**config.mk**
```make
export PLATFORM = sky130hd
export DESIGN_NAME = bus_arbiter
export DESIGN_NICKNAME = d
export VERILOG_FILES = /design/src/rtl/bus_arbiter_pkg.sv /design/src/rtl/arb_timeout_cnt.sv /design/src/rtl/bus_arbiter.sv
export SDC_FILE = /design/constraint.sdc
export NUM_CORES = 1
export LEC_CHECK = 0
export ABC_AREA = 1
export BUFFER_PORTS_ARGS = -buffer_cell sky130_fd_sc_hd__buf_2
export CAP_MARGIN = 10
export CORE_MARGIN = 5
export CORE_UTILIZATION = 52
export DETAILED_ROUTE_END_ITERATION = 10
export PLACE_DENSITY = 0.86
export SLEW_MARGIN = 20
export SYNTH_ARGS = -nofsm -noshare
export SYNTH_HDL_FRONTEND = slang
export SYNTH_SLANG_ARGS = --single-unit
```
**constraint.sdc**
```tcl
create_clock -name clk -period 12.93 [get_ports clk]
set_input_delay 1.293 -clock clk [delete_from_list [all_inputs] [get_ports clk]]
set_output_delay 1.293 -clock clk [all_outputs]
set_load 0.05 [all_outputs]
```
**src/rtl/bus_arbiter_pkg.sv**
```systemverilog
// bus_arbiter_pkg: shared widths, fetch byte-select constant and arbiter FSM encoding
package bus_arbiter_pkg;
  localparam int REG_BUS = 32;
  localparam int INST_ADDR_BUS = 32;
  localparam logic [3:0] ARB_SEL_ALL = 4'b1111;
  typedef enum logic [2:0] {
    ARB_IDLE   = 3'd0,
    ARB_BUSY_I = 3'd1,
    ARB_BUSY_D = 3'd2,
    ARB_RESP_I = 3'd3,
    ARB_RESP_D = 3'd4
  } arb_state_e;
endpackage

```
**src/rtl/arb_timeout_cnt.sv**
```systemverilog
// arb_timeout_cnt: 8-bit watchdog counter; expired_o flags the LIMIT-th enabled cycle
module arb_timeout_cnt #(
  parameter int LIMIT = 255
) (
  input  logic clk,
  input  logic rst,
  input  logic clr_i,
  input  logic en_i,
  output logic expired_o
);
  logic [7:0] cnt_q, cnt_d;
  // clear wins over count
  always_comb cnt_d = clr_i ? 8'd0 : en_i ? cnt_q + 8'd1 : cnt_q;
  // counter register
  always_ff @(posedge clk or posedge rst)
    if (rst) cnt_q <= 8'd0;
    else     cnt_q <= cnt_d;
  assign expired_o = en_i && (cnt_q == 8'(LIMIT - 1));
endmodule

```
**src/rtl/bus_arbiter.sv**
```systemverilog
// bus_arbiter: shares one memory bus between fetch and data ports; define STPU_ARB_RR_EN for round-robin grant
module bus_arbiter
  import bus_arbiter_pkg::*;
#(
  parameter int TIMEOUT_CYCLES = 255
) (
  input  logic                     clk,
  input  logic                     rst,
  input  logic                     if_req_i,
  input  logic [INST_ADDR_BUS-1:0] if_addr_i,
  output logic [REG_BUS-1:0]       if_rdata_o,
  output logic                     if_ack_o,
  input  logic                     mem_req_i,
  input  logic                     mem_we_i,
  input  logic [REG_BUS-1:0]       mem_addr_i,
  input  logic [3:0]               mem_sel_i,
  input  logic [REG_BUS-1:0]       mem_wdata_i,
  output logic [REG_BUS-1:0]       mem_rdata_o,
  output logic                     mem_ack_o,
  output logic                     bus_req_o,
  output logic                     bus_we_o,
  output logic [REG_BUS-1:0]       bus_addr_o,
  output logic [3:0]               bus_sel_o,
  output logic [REG_BUS-1:0]       bus_wdata_o,
  input  logic [REG_BUS-1:0]       bus_rdata_i,
  input  logic                     bus_ack_i,
  output logic                     bus_err_o,
  output logic                     stallreq_if_o,
  output logic                     stallreq_mem_o
);
  arb_state_e state_q, state_d;
  logic if_ack_q, if_ack_d, mem_ack_q, mem_ack_d, err_q, err_d, to_q, to_d;
  logic bus_req_q, bus_req_d, bus_we_q, bus_we_d;
  logic [3:0] bus_sel_q, bus_sel_d;
  logic [REG_BUS-1:0] bus_addr_q, bus_addr_d, bus_wdata_q, bus_wdata_d;
  logic [REG_BUS-1:0] if_rdata_q, if_rdata_d, mem_rdata_q, mem_rdata_d;
  logic grant_mem, busy, expired;
`ifdef STPU_ARB_RR_EN
  logic last_q, last_d;
  assign grant_mem = mem_req_i && (!if_req_i || !last_q);
`else
  assign grant_mem = mem_req_i;
`endif
  assign busy = (state_q == ARB_BUSY_I) || (state_q == ARB_BUSY_D);
  arb_timeout_cnt #(.LIMIT(TIMEOUT_CYCLES)) u_timeout (
    .clk       (clk),
    .rst       (rst),
    .clr_i     (!busy),
    .en_i      (busy),
    .expired_o (expired)
  );
  // next-state and registered-output computation; a new grant waits until the previous ack pulse is gone
  always_comb begin
    state_d     = state_q;
    bus_req_d   = bus_req_q;
    bus_we_d    = bus_we_q;
    bus_addr_d  = bus_addr_q;
    bus_sel_d   = bus_sel_q;
    bus_wdata_d = bus_wdata_q;
    if_rdata_d  = if_rdata_q;
    mem_rdata_d = mem_rdata_q;
    to_d        = to_q;
    if_ack_d    = 1'b0;
    mem_ack_d   = 1'b0;
    err_d       = 1'b0;
`ifdef STPU_ARB_RR_EN
    last_d      = last_q;
`endif
    case (state_q)
      ARB_IDLE:
        if (!if_ack_q && !mem_ack_q && (if_req_i || mem_req_i)) begin
          state_d     = grant_mem ? ARB_BUSY_D : ARB_BUSY_I;
          bus_req_d   = 1'b1;
          bus_we_d    = grant_mem && mem_we_i;
          bus_addr_d  = grant_mem ? mem_addr_i : if_addr_i;
          bus_sel_d   = grant_mem ? mem_sel_i : ARB_SEL_ALL;
          bus_wdata_d = grant_mem ? mem_wdata_i : '0;
        end
      ARB_BUSY_I, ARB_BUSY_D:
        if (bus_ack_i || expired) begin
          state_d   = (state_q == ARB_BUSY_D) ? ARB_RESP_D : ARB_RESP_I;
          bus_req_d = 1'b0;
          to_d      = !bus_ack_i;
          if (state_q == ARB_BUSY_D) mem_rdata_d = bus_ack_i ? bus_rdata_i : '0;
          else                       if_rdata_d  = bus_ack_i ? bus_rdata_i : '0;
`ifdef STPU_ARB_RR_EN
          last_d = (state_q == ARB_BUSY_D);
`endif
        end
      ARB_RESP_I, ARB_RESP_D: begin
        state_d   = ARB_IDLE;
        if_ack_d  = (state_q == ARB_RESP_I);
        mem_ack_d = (state_q == ARB_RESP_D);
        err_d     = to_q;
        to_d      = 1'b0;
      end
      default: state_d = ARB_IDLE;
    endcase
  end
  // state and output registers
  always_ff @(posedge clk or posedge rst)
    if (rst) begin
      state_q     <= ARB_IDLE;
      bus_req_q   <= 1'b0;
      bus_we_q    <= 1'b0;
      bus_addr_q  <= '0;
      bus_sel_q   <= '0;
      bus_wdata_q <= '0;
      if_rdata_q  <= '0;
      mem_rdata_q <= '0;
      to_q        <= 1'b0;
      if_ack_q    <= 1'b0;
      mem_ack_q   <= 1'b0;
      err_q       <= 1'b0;
    end else begin
      state_q     <= state_d;
      bus_req_q   <= bus_req_d;
      bus_we_q    <= bus_we_d;
      bus_addr_q  <= bus_addr_d;
      bus_sel_q   <= bus_sel_d;
      bus_wdata_q <= bus_wdata_d;
      if_rdata_q  <= if_rdata_d;
      mem_rdata_q <= mem_rdata_d;
      to_q        <= to_d;
      if_ack_q    <= if_ack_d;
      mem_ack_q   <= mem_ack_d;
      err_q       <= err_d;
    end
`ifdef STPU_ARB_RR_EN
  // port served last; starts as fetch
  always_ff @(posedge clk or posedge rst)
    if (rst) last_q <= 1'b0;
    else     last_q <= last_d;
`endif
  assign bus_req_o      = bus_req_q;
  assign bus_we_o       = bus_we_q;
  assign bus_addr_o     = bus_addr_q;
  assign bus_sel_o      = bus_sel_q;
  assign bus_wdata_o    = bus_wdata_q;
  assign bus_err_o      = err_q;
  assign if_rdata_o     = if_rdata_q;
  assign if_ack_o       = if_ack_q;
  assign mem_rdata_o    = mem_rdata_q;
  assign mem_ack_o      = mem_ack_q;
  assign stallreq_if_o  = if_req_i && !if_ack_q;
  assign stallreq_mem_o = mem_req_i && !mem_ack_q;
endmodule

```
=== After elaboration in Yosys (flattened, before gate mapping) ===
Index checks and enable logic that the tools add are counted.

* Equal/unequal tests: 7
* Reductions and logical operators: 23
* Shifts and indexed selects: 0
* Bitwise logic cells: 1
* Add/sub/neg operators: 1
* Multipliers: 0
* Divide/modulo/power cells: 0
* Multiplexer cells: 18
* Order comparisons: 0

{| class="wikitable"
|+ Operators with widths
! kind !! count
|-
| $mux 32 || 3
|-
| $mux 3 || 3
|-
| $reduce_and 3->1 || 3
|-
| $add 8x1->8 const B || 1
|-
| $eq 8x8->1 const B || 1
|-
| $mux 8 || 1
|-
| $eq 3x2->1 const B || 2
|-
| $logic_and 1x1->1 || 6
|-
| $mux 1 || 6
|-
| $pmux 3 s2 || 1
|-
| $reduce_and 2->1 || 3
|-
| $mux 4 || 1
|-
| $ne 2x2->1 const B || 2
|-
| $pmux 1 s2 || 2
|-
| $reduce_bool 2->1 || 2
|-
| $reduce_or 2->1 || 2
|-
| $eq 3x1->1 const B || 1
|-
| $eq 3x3->1 const B || 1
|-
| $logic_not 1->1 || 3
|-
| $logic_not 3->1 || 1
|-
| $logic_or 1x1->1 || 3
|-
| $mux 2 || 1
|-
| $not 1->1 || 1
|}

* Input port bits: 138
* RAM bits: 0
* Latch bits: 0
* Memory bits (read-only): 0
* Memories: 0
* Flip-flop bits (word level): 149

=== Depth between registers and ports, before layout ===
Gate-level depths: netlist of the first run.

* Word-level depth: 6
* Depth in mapped cells: 10
* Mapped depth without buffers: 9

=== By module ===
From an unflattened synthesis of the first run, not the netlist that was laid out.

* Cells, all modules: 766
* Area total of the unflattened synthesis: 6,497.5 um^2

{| class="wikitable"
|+ Modules (own cells, without submodules)
! module !! area each (um^2) !! times used !! cells an instance !! sequential area each (um^2)
|-
| bus_arbiter || 6,024.5 || 1 || 705 || 3,528.4
|-
| arb_timeout_cnt || 473.0 || 1 || 61 || 200.2
|}

=== Worst setup path after synthesis of the first run ===
Ideal clock, no wire load.

* Path kind: input port to output port
* Start point: in mem_req_i
* End point: out stallreq_mem_o
* Arrival time: 2.398 ns
* Path slack: 9.239 ns
* Stages on the path: 4
* Path through: buf_2 -> buf_2 -> inv_1 -> nor2_1

* Cells in the longest elaborated chain, start to end: 1

{| class="wikitable"
|+ Ends and longest elaborated chain
! element !! line !! source
|-
| start: declaration || bus_arbiter.sv:13 || <nowiki>input logic mem_req_i,</nowiki>
|-
| $logic_and 1x1->1 || bus_arbiter.sv:146 || <nowiki>assign stallreq_mem_o = mem_req_i && !mem_ack_q;</nowiki>
|-
| end: declaration || bus_arbiter.sv:29 || <nowiki>output logic stallreq_mem_o</nowiki>
|}

No other way between the ends.

=== Final worst setup path of the first run ===
Ends and elaborated chain as after synthesis.

==> impl_results.md, run 1 <==
- Worst setup SP type: input port
- DP HPWL: 13300 um
- Row cnt: 40
- Mapped Cells: 740
- Worst skew pair latency: 410 ps
- Yosys reg bits: 149
- Syn Area/Cell: 8.79 um^2
- Max IR drop VDD: 0.000175 V
- CTS clock-pin slew for the worst setup and hold paths: 60 ps
- CTS tree: yes
- GRT Resource Usage Total: 24.6%
- Post-DP Area: 7860 um^2
- Setup Crit Path Kind: input port to output port
- Final worst-path cycle share: 31.2%
- Arrival time of the worst setup path: 2740 ps
- Largest cells by area after synthesis: dfrtp_1, nand2_1, mux2i_1, o21ai_0, inv_1
- Measured slew at the worst slew-check pin: 894 ps
- Clk buf depth: 2
- Hold buffer count at cts: 0
- H-tree depth: 4
- Iteration count of the initial detailed-routing pass: 6
- Yosys cell types: 27
- Port bufs: 276
- Critical path data required time: 11640 ps
- Cells on worst reg2reg path: 3
- Power per cell area: 305 nW/um^2
- Outcome: complete, no violations
- First-pass GRT wire length: 28200 um
- Power Total: 2600 uW
- Initial antenna violation count: 4
- Root Buffer Master: clkbuf_16
- Starting Density: 53.7%
- Layout area overhead: 31.0%
- Via count: 5758
- CTS Buf Count: 17
- Fmax: 0.248 GHz
- Max-slew violation count: 0
- Yosys top cell area share: 57.3%
- Hold/Removal Path Class: register to register
- CP max FO: 68
- Setup bufs post-CTS: 0
- Hold Vio Cnt, Final: 0
- Slew headroom: 40.4%
- Static Leak: 0.00503 uW
- Synth Cell Area: 6500 um^2
- Hold Path Depth: 2
- Unrepaired setup endpoints after global routing: false
- Syn nets: 880
- Number of global-route vias before repair: 5644
- Core outline area: 12100 um^2
- Number of flops mapped to enable cells by yosys: 0
- GPL Wtd Cong: 0.810
- Design Area, Final: 8520 um^2
- Layout cells sized above 1: 32.7%
- Max-cap viol count: 0
- Finish-stage setup viols: 0
- # clock sinks: 149
- Cts repair resizes: 0
- Top-count cell post-synth: nand2_1
- Die Span Y: 122 um
- Ys flop type: dfrtp_1
- Most area-hungry cell type in the Yosys netlist: dfrtp_1
- Die area: 14800 um^2
- Worst slack, placed: 8890 ps
- Post-DRT Antenna Nets: 0
- Via density: 4.86
- Most frequent cells after synthesis: nand2_1, dfrtp_1, o21ai_0, inv_1, mux2i_1
- Critical path endpoint category: output port
- Largest net degree at the start of global routing: 140
- Sequential area share after synthesis: 57.3%
- Post-DR wirelength/cell: 15.6 um
- Final WL: 18400 um
- Min Clock Period, post-route: 4040 ps
- Ys Warns: 0
- DRC: 0
- I/O pin count: 277
- DR iter-0 viols: 405
- Async SR Flop Fraction: 100%
- Final worst slack: 8890 ps
- Hold WS: 462 ps
- Setup TNS: 0 ps
- Chip Width: 122 um
- Fin nets: 1139
- Skew final: 10.0 ps
- Congestion Overflow GR: 0
## logic make-up (layout without fill, tap and decap cells)
logic type | count (synthesis) | in the layout | synth area share (%)
compound gates | 81 | 81 | 6.31
xor+xnor | 1 | 1 | 0.135
fa+ha+maj | 2 | 2 | 0.385
buf+inv | 91 | 363 | 7.27
flops | 149 | 149 | 57.3
mux | 32 | 32 | 4.93
other cells | 0 | 4 | 0
simple gates | 384 | 384 | 23.6
## final timing paths
kind                                   endpoint  slack (ps)            from
worst min register to register   mem_rdata_o[7]         460  mem_rdata_o[7]
max in group asynchronous         bus_addr_o[4]       10810             rst
worst min-delay path             mem_rdata_o[7]         460  mem_rdata_o[7]
worst max register to register  bus_wdata_o[18]       11160      state_q[1]
worst max-delay path             stallreq_mem_o        8890       mem_req_i
min in group asynchronous        mem_rdata_o[3]         950             rst
## power by group
part,internal (uW),switching (uW),leakage (uW)
Sequential,662,111,0.00189
Combinational,269,1030,0.00282
Clock,342,183,0.000313
## metrics by stage
| stage | util, % | cells |
|---|---|---|
| after floorplan | - | 740 |
| after global placement | 64.9 | 1148 |
| after detailed placement | 64.9 | 1148 |
| after CTS | 70.2 | 1180 |
| after global routing | 70.4 | 1184 |
| final | 70.4 | 1184 |
## sequential cells by signal (all words and copies together), names as in the netlist
signal           count
if_rdata_o          32
mem_rdata_o         32
to_q                 1
u_timeout.cnt_q      8
bus_addr_o          32
state_q              3
if_ack_o             1
bus_req_o            1
bus_we_o             1
mem_ack_o            1
bus_sel_o            4
bus_wdata_o         32
bus_err_o            1
## cell type report
| type | instances | area, um^2 |
|---|---|---|
| clock buffer | 23 | 488 |
| sequential | 149 | 3730 |
| clock inverter | 9 | 148 |
| timing repair buffer | 279 | 1410 |
| inverter | 52 | 214 |
| antenna | 4 | 10.0 |
| multi-input combinational | 500 | 2320 |
| fill | 978 | 3590 |
| tap | 168 | 210 |
## worst max-delay path, stage by stage
cell    delay (ps)
buf_2           80
buf_4          670
inv_1          250
nor2_1         150
buf_2          290
## cells in the final DEF (no fill, tap or decap), drive strengths merged, types with 2 or more instances in the layout
cell	instances
nand2	352
bufinv	5
mux2i	32
clkinv	4
inv	51
clkbuf	23
a21oi	6
ha	2
dfrtp	149
buf	279
diode	4
o21ai	73
nor3	2
nand3	11
nor2	16
## layer usage
metal	GRT usage [%]	wire (um)	up-vias
li1	-	-	2817
met1	28.0	7010	2676
met2	42.2	9230	236
met3	8.87	1770	29
met4	10.2	430	0
met5	0	0	-
Power figures use the tool's default switching activity.
==> run 2: changes to the inputs <==
- CORE_UTILIZATION: 52 -> 43
- PLACE_DENSITY: 0.86 -> 0.76
- clock period: 12.93 -> 3.66 ns (I/O delays scaled with it)
==> run 2 against run 1 <==
Worst hold slack worse by 420 ps. Register-to-register slack worse by 9300 ps. Critical path depth unchanged. Final cell count up 1.6%. Global-route usage down 4.3 points. Largest cell class unchanged.
==> impl_results.md, run 2 (same netlist as run 1, synthesis figures left out) <==
- Outcome: complete, no violations
- Hold buffer count at cts: 0
- Critical path depth: 5
- Cts repair resizes: 0
- Combinational share of power: 50.9%
- Fin nets: 1140
- Reg-to-reg startpoint: state_q[0]
- Worst setup SP type: input port
- Critical path endpoint category: output port
- # clock sinks: 149
- DRC: 0
- Flop-to-flop setup slack: 1870 ps
- Setup TNS: 0 ps
- Cells on worst reg2reg path: 7
- Post-DRT Antenna Nets: 0
- Finish-stage setup viols: 0
- Final worst-path cycle share: 59.7%
- H-tree depth: 4
- Sequence of cells on the critical path: buf_2, buf_4, inv_1, nor2_1, buf_2
- Leading cell type in the layout, fill and taps excluded: nand2_1
- I/O pin count: 277
- Power per cell area: 1060 nW/um^2
- Crit path to: stallreq_mem_o
- Max IR drop VDD: 0.000511 V
- Skew final: 7.09 ps
- CTS Buf Count: 17
- Layout Cells excl Fill: 1203
- Max-cap viol count: 0
- Critical path data required time: 3290 ps
- Power Total: 8990 uW
- Die Span Y: 133 um
- Hold Vio Cnt, Final: 0
- CTS clock-pin slew for the worst setup and hold paths: 60 ps
- Net Switching: 4700 uW
- Starting Density: 43.3%
- Layout area overhead: 30.5%
- Worst Path Buf+Inv: 4
- Slew headroom: 42.2%
- Crit. Startpoint: mem_req_i
- Commonest cells after routing, fill and taps aside: nand2_1, buf_2, dfrtp_1
- GRT Resource Usage Total: 20.3%
- Pint: 4290 uW
- DP HPWL: 13000 um
- Initial antenna violation count: 2
- Min Clock Period, post-route: 2180 ps
- CTS tree: yes
- Design Area, Final: 8490 um^2
- Worst skew pair latency: 410 ps
- Die area: 17700 um^2
- Port bufs: 276
- Core outline area: 15000 um^2
- Congestion Overflow GR: 0
- Arrival time of the worst setup path: 1820 ps
- Root Buffer Master: clkbuf_16
- Worst slack, placed: 1450 ps
- Sequential Power Share: 30.4%
- Final worst slack: 1480 ps
- Placed cells: 1169
- Measured slew at the worst slew-check pin: 867 ps
- First-pass GRT wire length: 28600 um
- Via count: 5626
- Post-DR wirelength/cell: 15.1 um
- Area occupied by multi-input gates: 2320 um^2
- Layout cells sized above 1: 32.8%
- Power share of the clock group: 18.7%
- Iteration count of the initial detailed-routing pass: 7
- Via density: 4.68
- Worst r2r dst: mem_rdata_o[3]
- Unrepaired setup endpoints after global routing: false
- Setup Crit Path Kind: input port to output port
- Chip Width: 133 um
- Static Leak: 0.00499 uW
- Post-DP Area: 7920 um^2
- GPL Wtd Cong: 0.783
- Clk buf depth: 2
- Kind of cell adding the most delay to the critical path: buffers and inverters
- CP max FO: 67
- Hold/Removal Path Class: input port to asynchronous set/reset pin
- CP most frequent cell: buf_2
- Final WL: 18100 um
- Max-slew violation count: 0
- Largest net degree at the start of global routing: 140
- Sw Share: 52.3%
- Setup bufs post-CTS: 0
- Crit-path slowest cell: buf_4
- Number of global-route vias before repair: 5593
- Worst path max stage delay: 660 ps
- Fillers: 1430
- Row cnt: 45
- Sequential Area: 3730 um^2
- DR iter-0 viols: 290
- Fmax: 0.458 GHz
-- run 2: cell types whose count changed in the layout (fill, tap and decap cells not counted) --
cell	before	now
buf_12	0	1
buf_4	2	3
buf_6	1	0
bufinv_16	4	2
clkbuf_8	4	0
clkinv_2	4	5
clkinv_4	0	2
clkinvlp_4	1	4
diode_2	4	2
-- run 2: cell type report --
type | count | area share, %
clock buffers | 19 | 5.10
repair buffers | 280 | 16.8
flip-flops and latches | 149 | 43.9
inverters | 52 | 2.51
multi-input cells | 500 | 27.3
well taps | 188 | 2.77
diodes | 2 | 0.0590
clock inverters | 13 | 1.58
-- run 2: power by group through the flow --
| stage | sequential [uW] | clock [uW] | combinational, uW |
|---|---|---|---|
| after global placement | 2730 | 0 | 4560 |
| after detailed placement | 2740 | 0 | 4640 |
| after global routing | 2820 | 1790 | 4900 |
| after floorplan | 5000 | 0 | 1290 |
| final | 2730 | 1680 | 4580 |
| after CTS | 2730 | 1720 | 4630 |
-- run 2: per-stage QoR --
stage | util, % | hold WS [ps]
global route | 56.5 | 84.0
global placement | 52.6 | 449
floorplan | - | 435
finish | 56.5 | 42.0
CTS | 56.4 | 38.2
detailed placement | 52.7 | 453
-- run 2: worst min-delay path by stage --
stage / end / depth (start not counted) / startpoint
after detailed placement: if_rdata_o[8] / 2 / if_rdata_o[8]
after global routing: bus_wdata_o[3] / 2 / rst
after global placement: to_q / 2 / to_q
after floorplan: to_q / 2 / to_q
final: bus_wdata_o[3] / 2 / rst
after CTS: bus_wdata_o[3] / 2 / rst
-- run 2: layer usage --
layer  vias to the layer above  wire (um)  share of wire (%)  GRT usage, %
li1                       2817          -                  -             -
met3                        20       1490                8.2          6.31
met1                      2578       7630                 42          25.4
met4                         0        313                1.7          6.64
met2                       211       8700                 48          33.6
met5                         -          0                  0             0
